<file path="config.mk">
export PLATFORM = sky130hd
export DESIGN_NAME = dac_spi_tx_flat
export DESIGN_NICKNAME = d
export VERILOG_FILES = /design/src/rtl/dds_pkg.sv /design/src/rtl/dac_spi_tx_if.sv /design/src/rtl/dac_spi_tx_tick.sv /design/src/rtl/dac_spi_tx.sv /design/src/flat_wrapper.sv
export SDC_FILE = /design/constraint.sdc
export NUM_CORES = 1
export LEC_CHECK = 0
export CAP_MARGIN = 10
export CORE_MARGIN = 2
export CORE_UTILIZATION = 40
export CTS_BUF_LIST = sky130_fd_sc_hd__clkbuf_4 sky130_fd_sc_hd__clkbuf_8
export CTS_CLUSTER_SIZE = 20
export DETAILED_ROUTE_END_ITERATION = 8
export PLACE_DENSITY = 0.72
export RECOVER_POWER = 50
export SLEW_MARGIN = 30
export SYNTH_ARGS = -nofsm -noshare
export SYNTH_HDL_FRONTEND = slang
export SYNTH_SLANG_ARGS = --single-unit
</file>
<file path="constraint.sdc">
create_clock -name clk -period 2 [get_ports clk]
set_input_delay 0.3 -clock clk [delete_from_list [all_inputs] [get_ports clk]]
set_output_delay 0.3 -clock clk [all_outputs]
set_load 0.01 [all_outputs]
</file>
<file path="src/rtl/dds_pkg.sv">
// Shared DDS definitions: sample width, DAC frame layout and
// the serialiser state encoding.
package dds_pkg;

    localparam int WAVE_W      = 12;
    localparam int DAC_FRAME_W = 16;
    localparam int DAC_CFG_W   = 4;

    localparam logic [DAC_CFG_W-1:0] DAC_CFG = 4'b0011;

    typedef enum logic [2:0] {
        IDLE,
        SETUP,
        SHIFT,
        GAP,
        LDAC
    } dac_state_e;

endpackage

</file>
<file path="src/rtl/dac_spi_tx_if.sv">
// Sample handshake between the DDS output mux (master)
// and the DAC serialiser (slave).
interface dac_spi_tx_if #(
    parameter int WAVE_W = dds_pkg::WAVE_W
);

    logic [WAVE_W-1:0] sample_i;
    logic              sample_valid_i;
    logic              ready_o;

    modport master (
        output sample_i,
        output sample_valid_i,
        input  ready_o
    );

    modport slave (
        input  sample_i,
        input  sample_valid_i,
        output ready_o
    );

endinterface

</file>
<file path="src/rtl/dac_spi_tx_tick.sv">
// Half-period timer for SCLK: emits a one-cycle tick every
// HALF_DIV enabled cycles, restartable from any state.
module sclk_tick_gen #(
    parameter int HALF_DIV = 2
) (
    input  logic clk,
    input  logic rst_n,
    input  logic en_i,
    input  logic restart_i,
    output logic tick_o
);

    localparam logic [7:0] RELOAD = 8'(HALF_DIV - 1);

    logic [7:0] cnt_q;
    logic [7:0] cnt_d;

    assign tick_o = en_i & ~restart_i & (cnt_q == 8'd0);

    always_comb begin
        cnt_d = cnt_q;
        if (restart_i) begin
            cnt_d = RELOAD;
        end else if (en_i) begin
            cnt_d = (cnt_q == 8'd0) ? RELOAD : cnt_q - 8'd1;
        end
    end

    always_ff @(posedge clk or negedge rst_n) begin
        if (!rst_n) begin
            cnt_q <= 8'd0;
        end else begin
            cnt_q <= cnt_d;
        end
    end

endmodule

</file>
<file path="src/rtl/dac_spi_tx.sv">
// Serialises 12-bit DDS samples into MCP4921-style SPI mode-0
// frames and pulses LDAC once each frame is complete.
module dac_spi_tx #(
    parameter int                WAVE_W   = dds_pkg::WAVE_W,
    parameter int                CFG_W    = dds_pkg::DAC_CFG_W,
    parameter logic [CFG_W-1:0]  CFG      = dds_pkg::DAC_CFG,
    parameter int                HALF_DIV = 2
) (
    input  logic         clk,
    input  logic         rst_n,
    dac_spi_tx_if.slave  bus,
    output logic         sclk_o,
    output logic         mosi_o,
    output logic         cs_n_o,
    output logic         ldac_n_o,
    output logic         overrun_o,
    input  logic         overrun_clr_i
);

    import dds_pkg::*;

    localparam int FW = DAC_FRAME_W;
    localparam logic [4:0] LAST_BIT = 5'(FW - 1);

    dac_state_e    state_q;
    logic [FW-1:0] shreg_q;
    logic [4:0]    bit_q;
    logic          sclk_q;
    logic          mosi_q;
    logic          cs_n_q;
    logic          ldac_n_q;
    logic          ready_q;
    logic          ovr_q;
    logic          ovr_d;

    logic [FW-1:0] frame;
    logic          accept;
    logic          tick;

    assign frame  = {CFG, bus.sample_i};
    assign accept = bus.sample_valid_i & ready_q;

    sclk_tick_gen #(
        .HALF_DIV (HALF_DIV)
    ) u_tick (
        .clk       (clk),
        .rst_n     (rst_n),
        .en_i      (state_q != IDLE),
        .restart_i (accept),
        .tick_o    (tick)
    );

    always_ff @(posedge clk or negedge rst_n) begin
        if (!rst_n) begin
            state_q  <= IDLE;
            shreg_q  <= '0;
            bit_q    <= 5'd0;
            sclk_q   <= 1'b0;
            mosi_q   <= 1'b0;
            cs_n_q   <= 1'b1;
            ldac_n_q <= 1'b1;
            ready_q  <= 1'b1;
        end else begin
            unique case (state_q)
                IDLE: begin
                    if (accept) begin
                        state_q <= SETUP;
                        shreg_q <= frame;
                        mosi_q  <= frame[FW-1];
                        cs_n_q  <= 1'b0;
                        ready_q <= 1'b0;
                        bit_q   <= 5'd0;
                    end
                end
                SETUP: begin
                    if (tick) begin
                        state_q <= SHIFT;
                        sclk_q  <= 1'b1;
                    end
                end
                SHIFT: begin
                    if (tick) begin
                        if (sclk_q) begin
                            sclk_q <= 1'b0;
                            // Bit 0 stays on MOSI through the CS hold phase.
                            if (bit_q != LAST_BIT) begin
                                shreg_q <= shreg_q << 1;
                                mosi_q  <= shreg_q[FW-2];
                            end
                        end else if (bit_q == LAST_BIT) begin
                            state_q <= GAP;
                            cs_n_q  <= 1'b1;
                            mosi_q  <= 1'b0;
                        end else begin
                            sclk_q <= 1'b1;
                            bit_q  <= bit_q + 5'd1;
                        end
                    end
                end
                GAP: begin
                    if (tick) begin
                        state_q  <= LDAC;
                        ldac_n_q <= 1'b0;
                    end
                end
                LDAC: begin
                    if (tick) begin
                        state_q  <= IDLE;
                        ldac_n_q <= 1'b1;
                        ready_q  <= 1'b1;
                    end
                end
                default: begin
                    state_q <= IDLE;
                end
            endcase
        end
    end

    // Setting wins over a simultaneous clear.
    assign ovr_d = (bus.sample_valid_i & ~ready_q)
                 | (ovr_q & ~overrun_clr_i);

    always_ff @(posedge clk or negedge rst_n) begin
        if (!rst_n) begin
            ovr_q <= 1'b0;
        end else begin
            ovr_q <= ovr_d;
        end
    end

    assign bus.ready_o = ready_q;
    assign sclk_o      = sclk_q;
    assign mosi_o      = mosi_q;
    assign cs_n_o      = cs_n_q;
    assign ldac_n_o    = ldac_n_q;
    assign overrun_o   = ovr_q;

endmodule

</file>
<file path="src/flat_wrapper.sv">
// flat-port wrapper written by rule: the top's interface ports become plain ports
module dac_spi_tx_flat import dds_pkg::*;
#(
    parameter int                WAVE_W   = dds_pkg::WAVE_W,
    parameter int                CFG_W    = dds_pkg::DAC_CFG_W,
    parameter logic [CFG_W-1:0]  CFG      = dds_pkg::DAC_CFG,
    parameter int                HALF_DIV = 2
)
  (clk, rst_n, sclk_o, mosi_o, cs_n_o, ldac_n_o, overrun_o, overrun_clr_i, bus_sample_i, bus_sample_valid_i, bus_ready_o);
  dac_spi_tx_if #(.WAVE_W(WAVE_W)) bus_i ();
  input  logic clk;
  input  logic rst_n;
  output logic sclk_o;
  output logic mosi_o;
  output logic cs_n_o;
  output logic ldac_n_o;
  output logic overrun_o;
  input  logic overrun_clr_i;
  input wire logic [$bits(bus_i.sample_i)-1:0] bus_sample_i;
  input wire logic [$bits(bus_i.sample_valid_i)-1:0] bus_sample_valid_i;
  output wire logic [$bits(bus_i.ready_o)-1:0] bus_ready_o;
  assign bus_i.sample_i = bus_sample_i;
  assign bus_i.sample_valid_i = bus_sample_valid_i;
  assign bus_ready_o = bus_i.ready_o;
  dac_spi_tx #(.WAVE_W(WAVE_W), .CFG_W(CFG_W), .CFG(CFG), .HALF_DIV(HALF_DIV)) u_core (.clk(clk), .rst_n(rst_n), .bus(bus_i), .sclk_o(sclk_o), .mosi_o(mosi_o), .cs_n_o(cs_n_o), .ldac_n_o(ldac_n_o), .overrun_o(overrun_o), .overrun_clr_i(overrun_clr_i));
endmodule
</file>
==> impl_metrics.env <==
export IMPL_n_antenna_cell=0
export IMPL_utilization_pct=54.7
export IMPL_antenna_found_initial=0
export IMPL_worstPathRequired_ps=2170
export IMPL_io_pins=22
export IMPL_drive_above_1_share_pct=30.6
export IMPL_drt_iter0_markers=67
export IMPL_grt_max_degree=16
export IMPL_synthDominantCellAreaShare_pct=42.0
export IMPL_place_congestion=0.829
export IMPL_ys_flop_type="dfrtp_1"
export IMPL_syn_avg_cell_area_um2=11.0
export IMPL_worstSetupEndpointType="flip-flop"
export IMPL_drv_cap=0
export IMPL_nets=248
export IMPL_rows=25
export IMPL_grt_pass1_wl_um=6820
export IMPL_chipHeight_um=75.2
export IMPL_cts_tree="yes"
export IMPL_tns_ps=0
export IMPL_htreeDepth=2
export IMPL_die_area_um2=5650
export IMPL_hp_class="reg2reg"
export IMPL_cts_root_buf="clkbuf_8"
export IMPL_min_period_ps=1910
export IMPL_worstMarginPinSlew_ps=765
export IMPL_finalHoldViolations=0
export IMPL_start_util_pct=42.1
export IMPL_period_share_pct=95.6
export IMPL_synth_edff_count=0
export IMPL_gr_total_overflow=0
export IMPL_whs_ps=480
export IMPL_fin_skew_ps=8.29
export IMPL_ir_drop_v=0.000484
export IMPL_core_um2=4820
export IMPL_ys_seq_area_share_pct=45.9
export IMPL_place_hpwl_um=3030
export IMPL_multi_input_area_um2=1060
export IMPL_async_flop_share_pct=100
export IMPL_final_instance_count_excl_fill=296
export IMPL_layout_commonest_cell="dfrtp_1"
export IMPL_wire_per_inst_um=14.4
export IMPL_clock_fmax_mhz=523
export IMPL_drv_slew=0
export IMPL_synthCells=185
export IMPL_rsz0062_at_grt="false"
export IMPL_vias=1579
export IMPL_avgViaCountPerCell=5.33
export IMPL_post_synth_top_area_cell="dfrtp_1"
export IMPL_fill_cells=426
export IMPL_drtPass1Iterations=4
export IMPL_syn_nets=205
export IMPL_syn_area_um2=2030
export IMPL_yosysWarningCount=0
export IMPL_grt_pass1_vias=1499
export IMPL_die_w_um=75.2
export IMPL_maxSlewHeadroom_pct=49.0
export IMPL_place_inst=286
export IMPL_slowest_delay_ps=400
export IMPL_cts_setup_buffers=0
export IMPL_clock_sinks=37
export IMPL_clk_pin_slew_ps=80
export IMPL_p_per_area_nw_per_um2=599
export IMPL_synth_area_top_cells="dfrtp_1 42%, mux2_2 8.9%, mux2_4 5.2%, dfstp_2 3.9%, ha_1 2.5%"
export IMPL_start_kind="flip-flop"
export IMPL_cp_max_fo=8
export IMPL_ant_nets=0
export IMPL_drc=0
export IMPL_path_cells="ha_2, and3_4, ha_4, nand2b_4, o21ai_4, buf_12, mux2_2"
export IMPL_critPathSlowestCell="dfrtp_1"
export IMPL_clk_path_buf_depth=2
export IMPL_critical_path_arrival_ps=2080
export IMPL_leakagePower_nw=1.09
export IMPL_path_class="reg2reg"
export IMPL_cts_buffers=5
export IMPL_routed_wl_um=4280
export IMPL_clkLatencyLatePin_ps=290
export IMPL_mostFrequentLayoutCells="34 x dfrtp_1, 17 x clkdlybuf4s50_1, 16 x mux2_2, 16 x buf_4, 13 x nand2_1"
export IMPL_outcome="complete, no violations"
export IMPL_seq_area_um2=930
export IMPL_syn2layout_area_growth_pct=30.0
export IMPL_grt_use_total_pct=15.8
export IMPL_ys_ff_latch=37
export IMPL_setup_viol=0
export IMPL_port_buffers=21
export IMPL_synth_cell_types=43
[registers in the layout, summed over array words and instances, names as in the netlist]
register	count
u_core.mosi_o	1
u_core.cs_n_o	1
u_core.overrun_o	1
u_core.sclk_o	1
u_core.bus.ready_o	1
u_core.u_tick.cnt_q	8
u_core.bit_q	5
u_core.state_q	3
u_core.shreg_q	15
u_core.ldac_n_o	1
[synthesized netlist by cell type (all sizes together), types with 2 or more instances]
library cell and n:
dfrtp 34, mux2 23, nand2 13, inv 10, nand3 10, o21ai 9
nor2 8, a21oi 7, buf 6, nand4 5, nor3 5, nor4 5
o211ai 5, ha 4, nand2b 4, a22o 3, a31oi 3, dfstp 3
nand3b 3, o22ai 3, or3 3, and2 2, and3 2, mux2i 2
nor2b 2, o21ba 2
[power by group]
group / total [mW] / leakage, nW / switching, mW / internal (mW)
Sequential: 0.750 / 0.482 / 0.000537 / 0.749
Clock: 0.766 / 0.0681 / 0.271 / 0.495
Combinational: 0.0630 / 0.540 / 0.0253 / 0.0376
[per-layer routing]
metal / vias to the layer above / track usage (%) / part of all wire [%]
li1: 766 / - / -
met1: 778 / 20.9 / 44
met2: 30 / 25.7 / 51
met3: 5 / 3.88 / 3.8
met4: 0 / 5.26 / 1.1
met5: - / 0 / 0
[stage by stage]
stage          cell area (um^2)  setup slack, ps  total power [mW]
2_1_floorplan              2030            -56.3             0.778
3_3_place_gp               2430             64.1             0.829
3_5_place_dp               2430            -48.3             0.831
4_1_cts                    2580             24.0              1.60
5_1_grt                    2640             18.3              1.63
6_report                   2640             88.3              1.58
[final timing paths]
check / start / to / slack [ps] / cells past startpoint
min in group asynchronous: rst_n / u_core.shreg_q[10]$_DFFE_PN0P_ / 590 / 2
worst min register to register: u_core.cs_n_o$_DFFE_PN1P_ / u_core.cs_n_o$_DFFE_PN1P_ / 480 / 2
worst min-delay path: u_core.cs_n_o$_DFFE_PN1P_ / u_core.cs_n_o$_DFFE_PN1P_ / 480 / 2
max in group asynchronous: rst_n / u_core.u_tick.cnt_q[0]$_DFFE_PN0P_ / 390 / 3
worst max register to register: u_core.bit_q[1]$_DFFE_PN0P_ / u_core.shreg_q[0]$_DFFE_PN0P_ / 90 / 7
worst max-delay path: u_core.bit_q[1]$_DFFE_PN0P_ / u_core.shreg_q[0]$_DFFE_PN0P_ / 90 / 7
[cells by family after synthesis]
logic type               Yosys count  synth area share (%)
AO/OA/AOI/OAI                     36                  12.7
XOR/XNOR                           1                 0.432
adder cells (fa/ha/maj)            4                  2.47
buffers and inverters             16                  3.95
flip-flops                        37                  45.9
multiplexers                      25                  15.1
AND/OR/NAND/NOR                   66                  19.6
[area by class of cell]
class | count | share of cell area [%]
clock buffers | 5 | 2.61
clock inverters | 3 | 2.47
inverters | 10 | 1.42
multi-input cells | 132 | 40.3
flip-flops and latches | 37 | 35.3
well taps | 67 | 3.18
repair buffers | 42 | 14.7
[timing repair]
| item | CTS | global route |
|---|---|---|
| endpoints found under the hold margin | 13 | 0 |
| resized for setup | 1 | 8 |
| cloned | 0 | 1 |
| pin swaps | 0 | 1 |
| hold buffers | 1 | 0 |
| setup endpoints to repair | 4 | 17 |
[worst max-delay path, delay by kind of cell (launching register included)]
kind / cells / cell delay (ps)
adders and majority gates: 2 / 360
AOI/OAI and AO/OA: 1 / 220
muxes: 1 / 320
and+or+nand+nor: 2 / 340
buffers and inverters: 1 / 160
DFF: 1 / 400
No activity file was read; power rests on OpenSTA's default activity.
